==> src/rtl/lsu_pkg.sv <==
// Shared types, funct3 encodings and the access-size helper for the load/store unit.
package lsu_pkg;

    typedef enum logic [1:0] {
        StIdle,
        StLoad,
        StStore,
        StDone
    } lsu_state_e;

    localparam logic [2:0] F3_B  = 3'b000;
    localparam logic [2:0] F3_H  = 3'b001;
    localparam logic [2:0] F3_W  = 3'b010;
    localparam logic [2:0] F3_BU = 3'b100;
    localparam logic [2:0] F3_HU = 3'b101;

    // Access size in bytes; illegal codes fall through to 4 and are rejected separately.
    function automatic logic [2:0] size_of(input logic [2:0] funct3);
        case (funct3)
            F3_B, F3_BU: return 3'd1;
            F3_H, F3_HU: return 3'd2;
            default:     return 3'd4;
        endcase
    endfunction

endpackage

==> src/rtl/load_store_unit_if.sv <==
// Core-side request/response and memory-side strobes of the load/store unit.
interface load_store_unit_if;

    logic        req_valid;
    logic        req_write;
    logic [2:0]  funct3;
    logic [31:0] addr;
    logic [31:0] wdata;
    logic        busy;
    logic        done;
    logic        err;
    logic [31:0] rdata;
    logic        mem_read;
    logic        mem_write;
    logic [31:0] mem_address;
    logic [31:0] mem_data_in;
    logic [31:0] mem_data_out;

    modport master (
        output req_valid, req_write, funct3, addr, wdata, mem_data_out,
        input  busy, done, err, rdata, mem_read, mem_write, mem_address, mem_data_in
    );

    modport slave (
        input  req_valid, req_write, funct3, addr, wdata, mem_data_out,
        output busy, done, err, rdata, mem_read, mem_write, mem_address, mem_data_in
    );

endinterface

==> src/rtl/load_extend.sv <==
// Picks the loaded byte/half/word from a big-endian 4-byte read and extends it to 32 bits.
module load_extend
    import lsu_pkg::*;
(
    input  logic [2:0]  i_funct3,
    input  logic [31:0] i_data,
    output logic [31:0] o_data
);

    always_comb begin
        o_data = i_data;
        case (i_funct3)
            F3_B:    o_data = {{24{i_data[31]}}, i_data[31:24]};
            F3_BU:   o_data = {24'b0, i_data[31:24]};
            F3_H:    o_data = {{16{i_data[31]}}, i_data[31:16]};
            F3_HU:   o_data = {16'b0, i_data[31:16]};
            default: o_data = i_data;
        endcase
    end

endmodule

==> src/rtl/load_store_unit.sv <==
// Sequences one RV32I load or store onto the byte-wide Memory block; stores go out
// one byte per cycle, most significant byte of the stored value first.
module load_store_unit
    import lsu_pkg::*;
#(
    parameter int unsigned MEM_BYTES = 512
) (
    input logic              clk,
    input logic              rst,
    load_store_unit_if.slave bus
);

    lsu_state_e  r_state;
    logic [31:0] r_base;
    logic [31:0] r_wdata;
    logic [2:0]  r_funct3;
    logic [1:0]  r_idx;
    logic [31:0] r_rdata;
    logic        r_busy;
    logic        r_done;
    logic        r_err;
    logic        r_mem_read;
    logic        r_mem_write;
    logic [31:0] r_mem_address;
    logic [31:0] r_mem_data_in;

    logic [2:0]  w_req_size;
    logic [32:0] w_req_last;
    logic        w_req_range;
    logic        w_req_illegal;
    logic [7:0]  w_req_byte;
    logic [2:0]  w_size;
    logic [2:0]  w_next_sel;
    logic [7:0]  w_next_byte;
    logic        w_store_last;
    logic [31:0] w_load_val;

    assign w_req_size  = size_of(bus.funct3);
    // 33-bit end address so a request near 2^32 cannot wrap into range.
    assign w_req_last  = {1'b0, bus.addr} + 33'(w_req_size) - 33'd1;
    assign w_req_range = w_req_last >= 33'(MEM_BYTES);
    assign w_req_illegal = bus.req_write ? !(bus.funct3 inside {F3_B, F3_H, F3_W})
                                         : (bus.funct3 inside {3'b011, 3'b110, 3'b111});
    assign w_req_byte  = 8'(bus.wdata >> {w_req_size - 3'd1, 3'b000});

    assign w_size       = size_of(r_funct3);
    assign w_next_sel   = w_size - 3'd2 - {1'b0, r_idx};
    assign w_next_byte  = 8'(r_wdata >> {w_next_sel, 3'b000});
    assign w_store_last = ({1'b0, r_idx} == (w_size - 3'd1));

    load_extend u_load_extend (
        .i_funct3 (r_funct3),
        .i_data   (bus.mem_data_out),
        .o_data   (w_load_val)
    );

    always_ff @(posedge clk or posedge rst) begin
        if (rst) begin
            r_state       <= StIdle;
            r_base        <= '0;
            r_wdata       <= '0;
            r_funct3      <= '0;
            r_idx         <= '0;
            r_rdata       <= '0;
            r_busy        <= 1'b0;
            r_done        <= 1'b0;
            r_err         <= 1'b0;
            r_mem_read    <= 1'b0;
            r_mem_write   <= 1'b0;
            r_mem_address <= '0;
            r_mem_data_in <= '0;
        end else begin
            r_done        <= 1'b0;
            r_err         <= 1'b0;
            r_mem_read    <= 1'b0;
            r_mem_write   <= 1'b0;
            r_mem_address <= '0;
            r_mem_data_in <= '0;
            case (r_state)
                StIdle: begin
                    if (bus.req_valid) begin
                        r_base   <= bus.addr;
                        r_wdata  <= bus.wdata;
                        r_funct3 <= bus.funct3;
                        r_idx    <= '0;
                        r_busy   <= 1'b1;
                        if (w_req_illegal || w_req_range) begin
                            r_state <= StDone;
                            r_done  <= 1'b1;
                            r_err   <= 1'b1;
                        end else if (bus.req_write) begin
                            r_state       <= StStore;
                            r_mem_write   <= 1'b1;
                            r_mem_address <= bus.addr;
                            r_mem_data_in <= {24'b0, w_req_byte};
                        end else begin
                            r_state       <= StLoad;
                            r_mem_read    <= 1'b1;
                            r_mem_address <= bus.addr;
                        end
                    end
                end
                StLoad: begin
                    r_rdata <= w_load_val;
                    r_state <= StDone;
                    r_done  <= 1'b1;
                end
                StStore: begin
                    if (w_store_last) begin
                        r_state <= StDone;
                        r_done  <= 1'b1;
                    end else begin
                        r_idx         <= r_idx + 2'd1;
                        r_mem_write   <= 1'b1;
                        r_mem_address <= r_base + {30'b0, r_idx} + 32'd1;
                        r_mem_data_in <= {24'b0, w_next_byte};
                    end
                end
                StDone: begin
                    r_state <= StIdle;
                    r_busy  <= 1'b0;
                end
                default: r_state <= StIdle;
            endcase
        end
    end

    assign bus.busy        = r_busy;
    assign bus.done        = r_done;
    assign bus.err         = r_err;
    assign bus.rdata       = r_rdata;
    assign bus.mem_read    = r_mem_read;
    assign bus.mem_write   = r_mem_write;
    assign bus.mem_address = r_mem_address;
    assign bus.mem_data_in = r_mem_data_in;

endmodule
==> src/flat_wrapper.sv <==
// flat-port wrapper written by rule: the top's interface ports become plain ports
module load_store_unit_flat import lsu_pkg::*;
#(
    parameter int unsigned MEM_BYTES = 512
)
  (clk, rst, bus_req_valid, bus_req_write, bus_funct3, bus_addr, bus_wdata, bus_mem_data_out, bus_busy, bus_done, bus_err, bus_rdata, bus_mem_read, bus_mem_write, bus_mem_address, bus_mem_data_in);
  load_store_unit_if bus_i ();
  input logic clk;
  input logic rst;
  input wire logic [$bits(bus_i.req_valid)-1:0] bus_req_valid;
  input wire logic [$bits(bus_i.req_write)-1:0] bus_req_write;
  input wire logic [$bits(bus_i.funct3)-1:0] bus_funct3;
  input wire logic [$bits(bus_i.addr)-1:0] bus_addr;
  input wire logic [$bits(bus_i.wdata)-1:0] bus_wdata;
  input wire logic [$bits(bus_i.mem_data_out)-1:0] bus_mem_data_out;
  output wire logic [$bits(bus_i.busy)-1:0] bus_busy;
  output wire logic [$bits(bus_i.done)-1:0] bus_done;
  output wire logic [$bits(bus_i.err)-1:0] bus_err;
  output wire logic [$bits(bus_i.rdata)-1:0] bus_rdata;
  output wire logic [$bits(bus_i.mem_read)-1:0] bus_mem_read;
  output wire logic [$bits(bus_i.mem_write)-1:0] bus_mem_write;
  output wire logic [$bits(bus_i.mem_address)-1:0] bus_mem_address;
  output wire logic [$bits(bus_i.mem_data_in)-1:0] bus_mem_data_in;
  assign bus_i.req_valid = bus_req_valid;
  assign bus_i.req_write = bus_req_write;
  assign bus_i.funct3 = bus_funct3;
  assign bus_i.addr = bus_addr;
  assign bus_i.wdata = bus_wdata;
  assign bus_i.mem_data_out = bus_mem_data_out;
  assign bus_busy = bus_i.busy;
  assign bus_done = bus_i.done;
  assign bus_err = bus_i.err;
  assign bus_rdata = bus_i.rdata;
  assign bus_mem_read = bus_i.mem_read;
  assign bus_mem_write = bus_i.mem_write;
  assign bus_mem_address = bus_i.mem_address;
  assign bus_mem_data_in = bus_i.mem_data_in;
  load_store_unit #(.MEM_BYTES(MEM_BYTES)) u_core (.clk(clk), .rst(rst), .bus(bus_i));
endmodule
==> config.mk <==
export PLATFORM = sky130hd
export DESIGN_NAME = load_store_unit_flat
export DESIGN_NICKNAME = d
export VERILOG_FILES = /design/src/rtl/lsu_pkg.sv /design/src/rtl/load_store_unit_if.sv /design/src/rtl/load_extend.sv /design/src/rtl/load_store_unit.sv /design/src/flat_wrapper.sv
export SDC_FILE = /design/constraint.sdc
export NUM_CORES = 1
export LEC_CHECK = 0
export CAP_MARGIN = 20
export CORE_MARGIN = 1
export CORE_UTILIZATION = 45
export DETAILED_ROUTE_END_ITERATION = 12
export PLACE_DENSITY = 0.72
export SLEW_MARGIN = 20
export SYNTH_ARGS = -nofsm -noshare
export SYNTH_HDL_FRONTEND = slang
export SYNTH_SLANG_ARGS = --single-unit
export TNS_END_PERCENT = 30
==> constraint.sdc <==
create_clock -name clk -period 6.02 [get_ports clk]
set_input_delay 1.204 -clock clk [delete_from_list [all_inputs] [get_ports clk]]
set_output_delay 1.204 -clock clk [all_outputs]
set_load 0.02 [all_outputs]
==> flow_summary.yaml, run 1 <==
clock_tree:
  ctsHoldBuffers: 0
  clk_pin_slew_ns: 0.07
  clkLatencyLatePin_ns: 0.43
  h-tree-depth: 4
  cts_setup_buffers: 0
  cts_buffers: 17
  cts_resized: 0
  cts_tree: "done"
  cts.sinks: 148
  ctsRootBufferMaster: "clkbuf_16"
  cts_buffer_depth: 2
global_route:
  grt_pass1_vias: 7949
  grt_usage_pct: 25.0
  grt_pass1_wl_um: 42100
  grt_max_degree: 105
  antenna_found_initial: 0
  grt_overflow: 0
critical_path:
  critPathBufInv: 5
  crit_chain: "clkdlybuf4s50_1 > or2_2 > ha_1 > nor2_1 > inv_1 > ha_1 > inv_1 > ha_1 > inv_1 > fa_1 > nand2b_1 > a21oi_1 > o21ai_1 > o21bai_1 > a21oi_1 > a32o_1 > nor4b_1 > o2111ai_1 > nor3_4 > buf_12 > a31o_1"
  slowest_delay_ns: 0.45
  cp.required_ns: 6.39
  cp_slowest_cell: "clkdlybuf4s50_1"
  crit_type: "in -> reg"
  critPathTopFamily: "compound AO/OA/AOI/OAI gates"
  startpoint_type: "primary input"
  cp.arrival_ns: 5.85
  crit_path_max_fanout: 41
  endpoint_kind: "register"
synth:
  synth_flop_cell: "dfrtp_1"
  syn_area_per_cell_sq_um: 9.48
  synth_area_leaders: "dfrtp_1 (39%), mux2_2 (6.1%), ha_1 (5.9%)"
  synth_area_leader_cell: "dfrtp_1"
  yosys_warnings: 0
  synthesis.area_sq_mm: 0.00939
  postSynthCellCount: 990
  synth.top_cell.area_share_pct: 39.4
  seq_area_frac_synth_pct: 39.4
  synth_common_cells: "dfrtp_1 (148), nand2_1 (115), o21ai_0 (76)"
  ys_ff_latch: 148
  ys_async_sr_fraction_pct: 100
  synth.most_common_cell: "dfrtp_1"
  synth_edf_count: 0
  ys_types: 73
pwr:
  switching_share_pct: 39.3
  p_total_uw: 5150
  p_sw_uw: 2020
  comb_power_share_pct: 47.0
  p_clk_share_pct: 19.6
  p_int_uw: 3120
  peakVddDrop_mv: 0.192
  p_seq_share_pct: 33.4
  power.leakage_uw: 0.00519
  powerDensity_mw_per_mm2: 435
place:
  dp_worst_setup_slack_ns: 0.206
  dp_hpwl_um: 19500
  dp.cells: 1394
  gp_congestion: 0.907
  io_buffers: 179
routing:
  wire_per_inst_um: 18.4
  wl_um: 26200
  drt_iter0_drc: 457
  first_pass_iters: 5
  drc_errors: 0
  vias_per_cell: 5.57
  ant_nets: 0
  dr_total_vias: 7942
sta:
  worst_pin_slew_ns: 0.844
  max_freq_ghz: 0.182
  rsz0062_at_grt: "false"
  final_max_slew_viol_count: 0
  tns_ns: 0
  period_minus_slack_ns: 5.49
  fin_skew_ns: 0.00701
  setup_viol: 0
  hold_violations: 0
  slew_headroom_pct: 43.7
  hold_slack_ns: 0.484
  period_share_pct: 91.1
  timing.final.ws_setup_ns: 0.534
finish:
  fin_cells: 1426
  drive_gt1_share_pct: 11.1
  multi_input_area_sq_mm: 0.00512
  syn2layout_area_growth_pct: 25.9
  fillers: 1844
  fin_nets: 1292
  area.sequential_sq_mm: 0.00370
  n_antenna_cell: 0
floorplan:
  start_util_pct: 46.1
  dieArea_sq_mm: 0.0214
  coreArea_sq_mm: 0.0204
  die_h_um: 146
  rows: 52
  top_level_ports: 204
  dieWidth_um: 146
job:
  cap_violations: 0
outcome:
  status: "finished clean"
worst_hold_path:
  hold_path.class: "reg -> reg"
[worst paths after layout]
| path | end | start | depth (start not counted) | slack, ns |
|---|---|---|---|---|
| worst max-delay path | u_core.bus.mem_data_in[2] | bus_funct3[0] | 21 | 0.53 |
| worst min-delay path | u_core.r_base[0] | u_core.r_base[0] | 2 | 0.48 |
| worst max register to register | u_core.bus.mem_address[26] | u_core.r_idx[0] | 12 | 2.83 |
| worst min register to register | u_core.r_base[0] | u_core.r_base[0] | 2 | 0.48 |
| max in group asynchronous | u_core.bus.mem_address[10] | rst | 3 | 3.78 |
| min in group asynchronous | u_core.bus.mem_address[22] | rst | 2 | 1.15 |
[cells in the final DEF (no fill, tap or decap), types with 10 or more instances in the layout]
master	synthesis	layout
mux2i_1	12	12
clkdlybuf4s50_1	0	179
xnor2_1	36	36
clkbuf_16	0	17
inv_1	67	66
xor2_1	10	10
ha_1	44	44
and3_1	19	19
mux4_2	16	16
a22o_1	30	30
nor2_1	56	55
mux2_2	51	51
conb_1	1	24
nand3_1	23	23
dfrtp_1	148	148
nand2_1	115	114
a21oi_1	58	58
o21ai_0	76	76
nand4_1	16	16
[worst register-to-register path: stages, from the launching register on]
cell and delay [ns]:
dfrtp_1 0.42, inv_1 0.10, ha_1 0.23, fa_1 0.45, nor2_1 0.26, nand2_1 0.08, nor2_1 0.23, and4_1 0.33
and3_1 0.36, and2_1 0.23, nand2_1 0.08, xnor2_1 0.14, a22o_1 0.18
[through the flow]
stage | utilization (%) | area, sq um
2_1_floorplan | - | 9480
3_3_place_gp | 55.3 | 11300
3_5_place_dp | 55.3 | 11300
4_1_cts | 58.0 | 11800
5_1_grt | 58.1 | 11800
6_report | 58.1 | 11800
[state kept, by name (all words and copies together), names as in the netlist]
signal and flops:
u_core.r_wdata 32, u_core.r_idx 2, u_core.bus.rdata 32, u_core.r_base 32, u_core.bus.done 1, u_core.bus.mem_data_in 8, u_core.bus.mem_read 1, u_core.r_state 2
u_core.bus.busy 1, u_core.r_funct3 3, u_core.bus.err 1, u_core.bus.mem_write 1, u_core.bus.mem_address 32
[kinds of logic after synthesis]
kind of cell | after synthesis | synth area share (%)
AOI/OAI and AO/OA | 243 | 17.0
muxes | 79 | 11.2
xor gates and xnor gates | 46 | 4.29
adders and majority gates | 46 | 6.29
DFF | 148 | 39.4
and+or+nand+nor | 285 | 14.5
buffers and inverters | 142 | 7.18
other | 1 | 0.0399
[power groups by stage]
stage	Clock [uW]	Sequential, uW	Combinational (uW)
final	1010	1720	2420
after CTS	1020	1720	2430
after global placement	0	1710	2360
after global routing	1070	1770	2630
after detailed placement	0	1740	2420
after floorplan	0	1900	1380
[routing by layer]
layer  track usage, %  wire, um  vias up
li1                 -         -     3775
met1             32.8     11500     3900
met2             41.6     12800      219
met3             4.56      1170       48
met4             8.23       627        0
met5                0         0        -
[cell type report]
| type | count | area share [%] |
|---|---|---|
| well taps | 270 | 2.86 |
| clock buffers | 18 | 3.63 |
| clock inverters | 14 | 1.02 |
| repair buffers | 186 | 15.7 |
| multi-input cells | 723 | 43.3 |
| inverters | 67 | 2.17 |
| flip-flops and latches | 148 | 31.3 |
Note: power is estimated with default switching activity, not from simulation.
==> run 2: changes to the inputs <==
- CORE_ASPECT_RATIO: not set -> 0.6
- CORE_MARGIN: 1 -> 4
==> run 2 against run 1 <==
  * Worst setup slack worse by 0.060 ns
  * Power grew 1.9%
  * Sequential share of layout area shrank 0.18 points
  * Critical endpoint is now u_core.bus.mem_address[16]
  * Largest power group unchanged
==> flow_summary.yaml, run 2 (synthesis results as in run 1) <==
pwr:
  p_int_uw: 3190
  powerDensity_mw_per_mm2: 441
  p_total_uw: 5240
  peakVddDrop_mv: 0.243
  p_sw_uw: 2050
  switching_share_pct: 39.2
  p_clk_share_pct: 20.6
  comb_power_share_pct: 46.5
  power.leakage_uw: 0.00522
  p_seq_share_pct: 32.9
clock_tree:
  clk_pin_slew_ns: 0.07
  cts_setup_buffers: 0
  ctsHoldBuffers: 0
  clkLatencyLatePin_ns: 0.43
  cts.sinks: 148
  ctsRootBufferMaster: "clkbuf_16"
  cts_tree: "done"
  h-tree-depth: 4
  cts_buffer_depth: 2
  cts_resized: 0
  cts_buffers: 17
global_route:
  grt_max_degree: 110
  use_met2_pct: 33.7
  met3_usage_pct: 5.84
  grt_usage_pct: 22.9
  grt_pass1_wl_um: 43100
  antenna_found_initial: 1
  top_usage_layer: "met1"
  grt_pass1_vias: 7783
  grtUsageMet1_pct: 34.2
  grt_overflow: 0
routing:
  ant_nets: 0
  first_pass_iters: 7
  wl_um: 27100
  drc_errors: 0
  vias_per_cell: 5.63
  dr_total_vias: 8052
  drt_iter0_drc: 621
  wire_per_inst_um: 18.9
worst_hold_path:
  hold_path.class: "reg -> reg"
  worstHoldPathCells: 1
sta:
  fin_skew_ns: 0.0109
  max_freq_ghz: 0.180
  setup_viol: 0
  rsz0062_at_grt: "false"
  hold_violations: 0
  tns_ns: 0
  period_minus_slack_ns: 5.55
  period_share_pct: 92.1
  final_max_slew_viol_count: 0
  hold_slack_ns: 0.508
  slew_headroom_pct: 42.7
  worst_pin_slew_ns: 0.860
  timing.final.ws_setup_ns: 0.473
place:
  io_buffers: 179
  dp_worst_setup_slack_ns: 0.131
  gp_congestion: 0.903
  dp_hpwl_um: 20300
finish:
  drive_gt1_share_pct: 11.2
  fin_nets: 1292
  mostFrequentLayoutCells: "clkdlybuf4s50_1 (179), dfrtp_1 (148), nand2_1 (114)"
  syn2layout_area_growth_pct: 26.7
  n_antenna_cell: 0
  fillers: 1735
  final_common_cell: "clkdlybuf4s50_1"
job:
  cap_violations: 0
outcome:
  status: "finished clean"
critical_path:
  startpoint_type: "primary input"
  endpoint_kind: "register"
  cp.arrival_ns: 5.90
  cp.required_ns: 6.37
  r2r_cells: 7
  crit_type: "in -> reg"
  crit_path_max_fanout: 41
floorplan:
  coreArea_sq_mm: 0.0203
  start_util_pct: 46.3
  dieArea_sq_mm: 0.0233
  dieWidth_um: 194
  die_h_um: 120
  rows: 40
  top_level_ports: 204
## run 2: power groups by stage
stage / sequential, uW / combinational, uW / clock, uW
6_report: 1720 / 2440 / 1080
5_1_grt: 1780 / 2650 / 1150
4_1_cts: 1720 / 2440 / 1100
3_5_place_dp: 1730 / 2430 / 0
3_3_place_gp: 1720 / 2390 / 0
2_1_floorplan: 1900 / 1380 / 0
## run 2: worst paths after layout
check                                         from                    endpoint  slack [ns]
worst max-delay path                 bus_funct3[0]  u_core.bus.mem_address[16]        0.47
worst min-delay path            u_core.r_wdata[31]          u_core.r_wdata[31]        0.51
worst max register to register  u_core.r_funct3[0]   u_core.bus.mem_data_in[3]        2.71
worst min register to register  u_core.r_wdata[31]          u_core.r_wdata[31]        0.51
max in group asynchronous                      rst   u_core.bus.mem_address[0]        3.58
min in group asynchronous                      rst        u_core.bus.rdata[26]        1.17
## run 2: layer usage
| layer | vias to the layer above | part of all wire [%] |
|---|---|---|
| met3 | 26 | 8.0 |
| li1 | 3779 | - |
| met1 | 3890 | 48 |
| met2 | 355 | 43 |
| met5 | - | 0.048 |
| met4 | 2 | 1.3 |
## run 2: final cells by class
type,count,area [sq um],share of cell area (%)
timing repair buffer,186,1880,15.8
multi-input combinational,723,5120,43.0
clock inverter,14,161,1.36
clock buffer,18,439,3.69
inverter,67,256,2.16
sequential,148,3700,31.1
tap,273,342,2.87
## run 2: per-stage QoR
stage | std cells | area [sq um] | util [%]
3_3_place_gp | 1396 | 11300 | 55.5
5_1_grt | 1429 | 11900 | 58.7
2_1_floorplan | 1013 | 9480 | -
6_report | 1429 | 11900 | 58.7
4_1_cts | 1428 | 11900 | 58.5
3_5_place_dp | 1396 | 11300 | 55.5
## run 2: worst max-delay path: stages
cell and delay, ns:
clkdlybuf4s50_1 0.46, or2_2 0.33, ha_1 0.20, nor2_1 0.15, inv_1 0.06, ha_1 0.17, inv_1 0.05, ha_1 0.18
inv_1 0.06, fa_1 0.35, nand2b_1 0.14, a21oi_1 0.32, o21ai_1 0.22, o21bai_1 0.26, a21oi_1 0.15, a32o_1 0.22
nor4b_1 0.37, o2111ai_1 0.29, nor3_4 0.23, buf_12 0.26, a22o_1 0.19
==> run 3: changes to the inputs <==
- MAX_ROUTING_LAYER: not set -> met4
- REMOVE_ABC_BUFFERS: not set -> 1
==> run 3 against run 2 <==
  * Flip-flop and latch count is the same
  * Critical path type unchanged
  * Clock skew shrank 0.0011 ns
  * Highest routed layer is now met4
  * Non-clock buffer count rose by 1
  * Sequential share of layout area increased by 0.099 points
  * Fmax down 0.31%
  * Critical path depth unchanged
  * Via count grew 1.4%
  * Die area did not move
  * Global-route usage increased by 1.7 points
==> flow_summary.yaml, run 3 (synthesis results as in run 1) <==
critical_path:
  slowest_delay_ns: 0.46
  cp.arrival_ns: 5.92
  crit_type: "in -> reg"
  critPathTopFamily: "compound AO/OA/AOI/OAI gates"
  crit_path_max_fanout: 41
  startpoint_type: "primary input"
  cp.required_ns: 6.38
  critPathBufInv: 5
  crit_chain: "clkdlybuf4s50_1 > or2_2 > ha_1 > nor2_1 > inv_1 > ha_1 > inv_1 > ha_1 > inv_1 > fa_1 > nand2b_1 > a21oi_1 > o21ai_1 > o21bai_1 > a21oi_1 > a32o_1 > nor4b_1 > o2111ai_1 > nor3_4 > buf_12 > a31o_1"
  cp_slowest_cell: "clkdlybuf4s50_1"
  endpoint_kind: "register"
routing:
  ant_nets: 0
  drt_iter0_drc: 595
  vias_per_cell: 5.71
  dr_total_vias: 8165
  wire_per_inst_um: 19.7
  wl_um: 28200
  first_pass_iters: 5
  drc_errors: 0
sta:
  max_freq_ghz: 0.180
  period_minus_slack_ns: 5.56
  rsz0062_at_grt: "false"
  final_max_slew_viol_count: 0
  timing.final.ws_setup_ns: 0.456
  tns_ns: 0
  hold_violations: 0
  fin_skew_ns: 0.00985
  period_share_pct: 92.4
  setup_viol: 0
  slew_headroom_pct: 36.9
  worst_pin_slew_ns: 0.945
floorplan:
  coreArea_sq_mm: 0.0203
  rows: 40
  top_level_ports: 204
  dieArea_sq_mm: 0.0233
  start_util_pct: 46.3
  dieWidth_um: 194
  die_h_um: 120
pwr:
  power.leakage_uw: 0.00521
  peakVddDrop_mv: 0.219
  powerDensity_mw_per_mm2: 441
global_route:
  grt_max_degree: 111
  antenna_found_initial: 1
  grt_pass1_vias: 7632
  grt_usage_pct: 24.6
  grt_overflow: 0
  grt_pass1_wl_um: 44200
finish:
  finalInstanceArea_sq_mm: 0.0119
  drive_gt1_share_pct: 11.1
  fin_util_pct: 58.5
  fin_nets: 1293
  fillers: 1781
  final_common_cell: "clkdlybuf4s50_1"
  mostFrequentLayoutCells: "clkdlybuf4s50_1 (179), dfrtp_1 (148), nand2_1 (114)"
  syn2layout_area_growth_pct: 26.3
  fin_cells: 1430
place:
  dp_hpwl_um: 20900
  io_buffers: 179
  dpl_cell_area_sq_mm: 0.0113
  gp_congestion: 0.977
  dp.cells: 1398
  dp_worst_setup_slack_ns: 0.129
job:
  cap_violations: 0
clock_tree:
  cts_setup_buffers: 0
  cts_buffers: 17
  ctsRootBufferMaster: "clkbuf_16"
  cts_tree: "done"
  h-tree-depth: 4
  cts_resized: 0
  cts_buffer_depth: 2
  clk_pin_slew_ns: 0.06
  ctsHoldBuffers: 0
  clkLatencyLatePin_ns: 0.43
  cts.sinks: 148
worst_hold_path:
  hold_path.class: "reg -> reg"
outcome:
  status: "finished clean"
[run 3: path summary, 6_finish.rpt]
check | startpoint | endpoint | slack (ns) | cells past startpoint
max | bus_funct3[0] | u_core.bus.mem_data_in[7] | 0.46 | 21
min | u_core.r_base[0] | u_core.r_base[0] | 0.50 | 2
max reg2reg | u_core.r_funct3[0] | u_core.bus.mem_data_in[7] | 2.47 | 7
min reg2reg | u_core.r_base[0] | u_core.r_base[0] | 0.50 | 2
max in group asynchronous | rst | u_core.r_base[31] | 3.62 | 3
min in group asynchronous | rst | u_core.bus.rdata[26] | 1.27 | 2
[run 3: metal layers]
layer | vias up | global-route usage (%) | wire length, um
met5 | - | - | 0
met4 | 0 | 4.74 | 281
met3 | 22 | 5.70 | 2460
met2 | 334 | 33.0 | 11600
met1 | 4032 | 37.7 | 13900
li1 | 3777 | - | -
[run 3: cell type report]
class / instances / area [sq um] / area share (%)
diodes: 1 / 2.50 / 0.0211
multi-input cells: 723 / 5120 / 43.1
well taps: 273 / 342 / 2.88
inverters: 67 / 259 / 2.18
clock inverters: 10 / 100 / 0.844
clock buffers: 21 / 470 / 3.97
repair buffers: 187 / 1860 / 15.7
flip-flops and latches: 148 / 3700 / 31.2
[run 3: through the flow]
step | total power, uW | hold slack, ns
final | 5220 | 0.500
after global placement | 4120 | 0.461
after global routing | 5540 | 0.509
after floorplan | 3240 | 0.450
after CTS | 5240 | 0.493
after detailed placement | 4160 | 0.479
[run 3: worst reg2reg max path, stage by stage (launching register included)]
cell	delay, ns
dfrtp_1	0.72
or2_2	0.45
ha_1	0.60
nor2_1	0.17
nor2_2	0.74
buf_4	0.45
and3_1	0.24
a31o_1	0.12
[run 3: where the power goes]
group,internal [uW],switching [uW]
Combinational,1160,1290
Sequential,1430,294
Clock,603,449
Total,3190,2040
==> variant 1, RTL diff (settings of run 2) <==
Reset style: synchronous (`rst`), changed in one clocked block.
--- a/src/rtl/load_store_unit.sv
+++ b/src/rtl/load_store_unit.sv
@@ -54,7 +54,7 @@
         .o_data   (w_load_val)
     );
 
-    always_ff @(posedge clk or posedge rst) begin
+    always_ff @(posedge clk) begin
         if (rst) begin
             r_state       <= StIdle;
             r_base        <= '0;
Formal check against the unedited RTL: differs if rst is asserted again (counterexample within 4 cycles, from zero or initial values and one cycle with rst high); with rst held inactive, the same outputs for 4 cycles.
==> variant 1 against run 2 <==
Critical path depth decreased by 1. First-iteration DRC count increased by 37%. Synthesized area increased by 3.8%. Die area increased by 3.6%. Power decreased by 26%. Register-to-register slack got worse by 390 ps. Sequential cell count unchanged. Clock skew about the same. Final area increased by 2.8%. Setup slack improved by 18 ps. Routed wire length increased by 16%. Cell count increased by 18%. Non-clock buffer count increased by 14. Synthesized cell count increased by 26%. Largest cell class unchanged.
==> variant 1: results (changes against run 2) <==
Clock tree
  • Total CTS buffers: 17 (unchanged)
  • Setup bufs post-CTS: 0 (unchanged)
  • Clock root buffer: clkbuf_16
  • CTS Buffer Depth: 2 (unchanged)
  • CTS resizes: 0 (unchanged)
  • Clk pin slew, worst setup/hold paths: around 60 ps
  • H-tree depth: 4 (unchanged)
  • Worst skew pair latency: 450 ps (+20 ps)

Pwr
  • Max IR drop VDD: 0.000241 V (-0.79%)
  • Net Switching: 1.46 mW (-29%)
  • Lkg Pwr: 4.60 nW (-12%)

Logic synthesis
  • Synth cell count leaders: nand2_1 (238), dfxtp_1 (148), a21oi_1 (120), nor2_1 (86), inv_1 (64)
  • Cells after Synth: 1248 (+26%)
  • YS warnings: 0 (unchanged)
  • Asr flop ratio synth: 0% (-100 points)
  • Synth top area cells: dfxtp_1 (30%), nand2_1 (9.2%), a21oi_1 (6.2%)
  • Synth cell types: 76 (+4.1%)
  • Post-synthesis sequential area ratio: 30.4% (-9.1 points)

GRT
  • GRT Overall Usage: 25.2% (+2.4 points)
  • First-pass GRT wire length: 48.0 mm (+11%)
  • Initial antenna violation count: 1 (unchanged)
  • Vias in the first global route: 8633 (+11%)
  • Largest net degree at the start of global routing: 70 (-36%)

Final layout
  • Fin nets: 1537 (+19%)
  • Ant diodes: 0 (unchanged)
  • Layout cells sized above 1: 9.49% (-1.7 points)

Route
  • Initial drt markers: 852 (+37%)
  • Drt wl/cell: 18.7 um (-1.5%)
  • Drt pass-1 iters: 6 (-1)
  • Via count: 9486 (+18%)
  • Final WL: 31.3 mm (+16%)

Placement
  • Cells after DPL: 1648 (+18%)
  • DP Wirelength: 23.5 mm (+16%)
  • I/O Buffers: 179 (unchanged)
  • Gpl congestion: 0.957 (+6.0%)

Timing
  • Final Hold Fails: 0 (unchanged)
  • Worst slew margin: 39.1% (-3.6 points)
  • Worst Clk Skew: 10.7 ps (-0.188 ps)

Status
  • Outcome: finished, final reports clean

Worst hold path
  • Hold WC Path Type: flop to flop

Worst setup path
  • Worst Path Max Fanout: 14 (-66%)
  • Arrival @ worst endpoint: 5880 ps (-20 ps)
[variant 1: cells by family after synthesis]
logic type	count (synthesis)	share of synthesized area (%)
xor+xnor	40	3.67
flops	148	30.4
buf+inv	167	8.07
mux	48	6.99
other cells	1	0.0385
simple gates	506	23.9
compound gates	292	20.9
fa+ha+maj	46	6.06
[variant 1: final cells by class]
type | count | area, sq um
Fill cell | 1983 | 8910
Multi-Input combinational cell | 956 | 6100
Sequential cell | 148 | 2960
Timing Repair Buffer | 200 | 1960
Clock buffer | 21 | 460
Tap cell | 279 | 349
Inverter | 65 | 244
Clock inverter | 11 | 150
[variant 1: final timing paths]
check / slack [ps] / depth (start not counted) / endpoint / startpoint
setup / recovery: 490 / 20 / u_core.bus.mem_address[7]$_SDFF_PP0_ / bus_funct3[0]
hold / removal: 450 / 2 / u_core.r_wdata[27]$_SDFFE_PP0P_ / u_core.r_wdata[27]$_SDFFE_PP0P_
setup reg to reg: 2320 / 10 / u_core.bus.mem_address[26]$_SDFF_PP0_ / u_core.r_idx[0]$_SDFFE_PP0P_
hold reg to reg: 450 / 2 / u_core.r_wdata[27]$_SDFFE_PP0P_ / u_core.r_wdata[27]$_SDFFE_PP0P_
[variant 1: critical path, cell delays in order]
cell and delay (ps):
clkdlybuf4s50_1 460, or2_2 330, ha_1 200, nor2_1 140, inv_1 60, ha_1 170, inv_1 50, ha_1 150
inv_1 60, fa_1 370, nor2b_1 120, o2111ai_1 160, a211oi_1 320, nor2_1 90, xnor2_1 270, or4b_2 660
nor4_4 200, nand4_4 280, buf_4 320, o31ai_2 250
[variant 1: layer usage]
| metal | share of wire (%) | track usage (%) | routed length (um) |
|---|---|---|---|
| met5 | 0.041 | 0 | 13 |
| met4 | 1.5 | 5.72 | 463 |
| met3 | 8.5 | 5.78 | 2660 |
| met2 | 41 | 35.6 | 12800 |
| met1 | 49 | 38.8 | 15400 |
[variant 1: metrics by stage]
step | cell area [sq um] | util (%) | power (mW) | setup slack [ps]
after floorplan | 9840 | - | 2.25 | 501
after global placement | 11600 | 55.0 | 2.74 | 171
after detailed placement | 11600 | 55.0 | 2.76 | 69.6
after CTS | 12200 | 57.8 | 3.90 | 484
after global routing | 12200 | 57.9 | 4.10 | 132
final | 12200 | 57.9 | 3.89 | 491
[variant 1: power groups by stage]
| stage | clock network, mW | registers, mW | logic (mW) |
|---|---|---|---|
| after floorplan | 0 | 1.35 | 0.903 |
| after global placement | 0 | 1.27 | 1.47 |
| after detailed placement | 0 | 1.28 | 1.48 |
| after CTS | 1.15 | 1.26 | 1.49 |
| after global routing | 1.19 | 1.28 | 1.63 |
| final | 1.13 | 1.26 | 1.49 |
==> variant 2, RTL diff (settings of run 2) <==
Without the edit above. `MEM_BYTES` is set to 512 in 2 places; all go to 384.
--- a/src/rtl/load_store_unit.sv
+++ b/src/rtl/load_store_unit.sv
@@ -3,7 +3,7 @@
 module load_store_unit
     import lsu_pkg::*;
 #(
-    parameter int unsigned MEM_BYTES = 512
+    parameter int unsigned MEM_BYTES = 384
 ) (
     input logic              clk,
     input logic              rst,
--- a/src/flat_wrapper.sv
+++ b/src/flat_wrapper.sv
@@ -1,7 +1,7 @@
 // flat-port wrapper written by rule: the top's interface ports become plain ports
 module load_store_unit_flat import lsu_pkg::*;
 #(
-    parameter int unsigned MEM_BYTES = 512
+    parameter int unsigned MEM_BYTES = 384
 )
   (clk, rst, bus_req_valid, bus_req_write, bus_funct3, bus_addr, bus_wdata, bus_mem_data_out, bus_busy, bus_done, bus_err, bus_rdata, bus_mem_read, bus_mem_write, bus_mem_address, bus_mem_data_in);
   load_store_unit_if bus_i ();
Check against the original RTL: not equivalent (Yosys sat finds a counterexample within 4 cycles, from zero or initial values and one cycle with rst high).
==> variant 2 against run 2 <==
Setup slack gained 120 ps. Power rose by 1.6%. Register-to-register slack gained 460 ps. Synthesized area rose by 3.4%. Global-route usage is 0.76 points higher. Sequential share of layout area fell by 0.85 points. Maximum frequency grew 2.3%. Final area is 2.8% higher. Critical path type unchanged. Clock skew shrank 1.4 ps. First-iteration DRC count up 27%. Non-clock buffer count up 3. Combinational power is 2% higher. Sequential cell count stayed put. Routed wire length rose by 4.4%. Critical endpoint is now u_core.bus.mem_address[3]$_DFF_PP0_.
==> variant 2: results (changes against run 2) <==
Pwr
  • Max IR drop VDD: 0.000266 V (+9.5%)
  • Lkg Pwr: 5.32 nW (+1.8%)

GRT
  • Largest net degree at the start of global routing: 104 (-5.5%)
  • Met1 usage: 39.3% (+5.1 points)
  • Vias in the first global route: 7791 (+0.10%)
  • GRT Overall Usage: 23.6% (+0.76 points)
  • GR Util met3: 5.44% (-0.39 points)
  • Met2 Use GR: 29.9% (-3.8 points)
  • Initial antenna violation count: 0 (-1)
  • First-pass GRT wire length: 44.3 mm (+2.8%)

Timing
  • Worst Clk Skew: 9.47 ps (-1.44 ps)
  • WHS: 494 ps (-14.7 ps)
  • Worst slew margin: 40.3% (-2.4 points)

Route
  • DR WL met3: 2.41 mm (+11%)
  • Via count: 8115 (+0.78%)
  • Initial drt markers: 786 (+27%)
  • M1 WL: 14.5 mm (+11%)
  • Final WL: 28.2 mm (+4.4%)
  • Met2 wire len: 11.1 mm (-3.8%)
  • Top layer in use: met4

Worst setup path
  • FF-to-FF End: u_core.bus.mem_data_in[1]$_DFF_PP0_
  • Critical path endpoint: u_core.bus.mem_address[3]$_DFF_PP0_
  • FF-to-FF path depth: 6 (-1)
  • Launch point of the worst path: bus_funct3[0]
  • Arrival @ worst endpoint: 5770 ps (-130 ps)

Final layout
  • Ant diodes: 0 (unchanged)
  • Layout cells sized above 1: 14.2% (+3.1 points)
  • Fin nets: 1323 (+2.4%)
  • Fillers: 1834 (+5.7%)

Status
  • Outcome: finished, final reports clean

Logic synthesis
  • Synth top area cells: dfrtp_1 (38%), mux2_2 (5.8%), ha_1 (5.7%)
  • YS warnings: 0 (unchanged)
  • Synth cell count leaders: dfrtp_1 (148), nand2_1 (124), o21ai_0 (79), inv_1 (68), a21oi_1 (59)

Placement
  • DP Wirelength: 21.3 mm (+5.0%)
  • Gpl congestion: 0.949 (+5.0%)

Clock tree
  • Clock root buffer: clkbuf_16
  • Worst skew pair latency: 440 ps
variant 2: cell types whose count changed after synthesis, moves of 8 or more:
cell | run 2 | this run
nor4_1 | 9 | 1
xnor2_1 | 36 | 16
a22o_1 | 30 | 0
nand4_1 | 16 | 25
and3_1 | 19 | 10
xor2_1 | 10 | 27
a31o_1 | 9 | 1
nand2_1 | 115 | 124
o22ai_2 | 0 | 29
nor3_1 | 7 | 20
variant 2: metrics by stage:
step	area, sq um	setup slack, ps	cells
2_1_floorplan	9790	775	1042
3_3_place_gp	11600	356	1433
3_5_place_dp	11600	247	1433
4_1_cts	12200	669	1464
5_1_grt	12200	309	1465
6_report	12200	596	1465
variant 2: worst min path at each step:
stage / endpoint / from / cells after the start
2_1_floorplan: u_core.r_base[0]$_DFFE_PP0P_ / u_core.r_base[0]$_DFFE_PP0P_ / 2
3_3_place_gp: u_core.r_base[0]$_DFFE_PP0P_ / u_core.r_base[0]$_DFFE_PP0P_ / 2
3_5_place_dp: u_core.r_base[0]$_DFFE_PP0P_ / u_core.r_base[0]$_DFFE_PP0P_ / 2
4_1_cts: u_core.r_base[0]$_DFFE_PP0P_ / u_core.r_base[0]$_DFFE_PP0P_ / 2
5_1_grt: u_core.r_wdata[0]$_DFFE_PP0P_ / u_core.r_wdata[0]$_DFFE_PP0P_ / 1
6_report: u_core.r_base[0]$_DFFE_PP0P_ / u_core.r_base[0]$_DFFE_PP0P_ / 2
variant 2: kinds of logic after synthesis:
family / count (synthesis) / synth area share, %
other cells: 1 / 0.0386
flops: 148 / 38.2
fa+ha+maj: 46 / 6.09
buf+inv: 144 / 7.03
mux: 77 / 10.6
xor+xnor: 43 / 3.88
simple gates: 290 / 14.5
compound gates: 270 / 19.6
variant 2: layout make-up:
cell class / count / area, sq um / share of cell area [%]
clock buffer: 21 / 460 / 3.77
tap: 279 / 349 / 2.85
inverter: 68 / 260 / 2.13
sequential: 148 / 3700 / 30.3
timing repair buffer: 189 / 1900 / 15.5
multi-input combinational: 750 / 5420 / 44.4
clock inverter: 10 / 131 / 1.07
variant 2: critical path, cell delays in order:
cell and delay (ps):
clkdlybuf4s50_1 480, or2_2 340, ha_1 200, nor2_1 160
inv_1 60, ha_1 180, inv_1 60, ha_1 150
inv_1 50, fa_1 350, nand2b_1 150, a21oi_1 440
o2111ai_1 370, a2111oi_0 450, nor3_1 110, xor2_1 160
and4_1 250, nand4_4 130, buf_4 260, o22ai_2 180
variant 2: where the power goes:
part           internal (mW)  switching, mW  total (mW)
clock network          0.668          0.440        1.11
registers               1.43          0.311        1.74
logic                   1.18           1.30        2.48
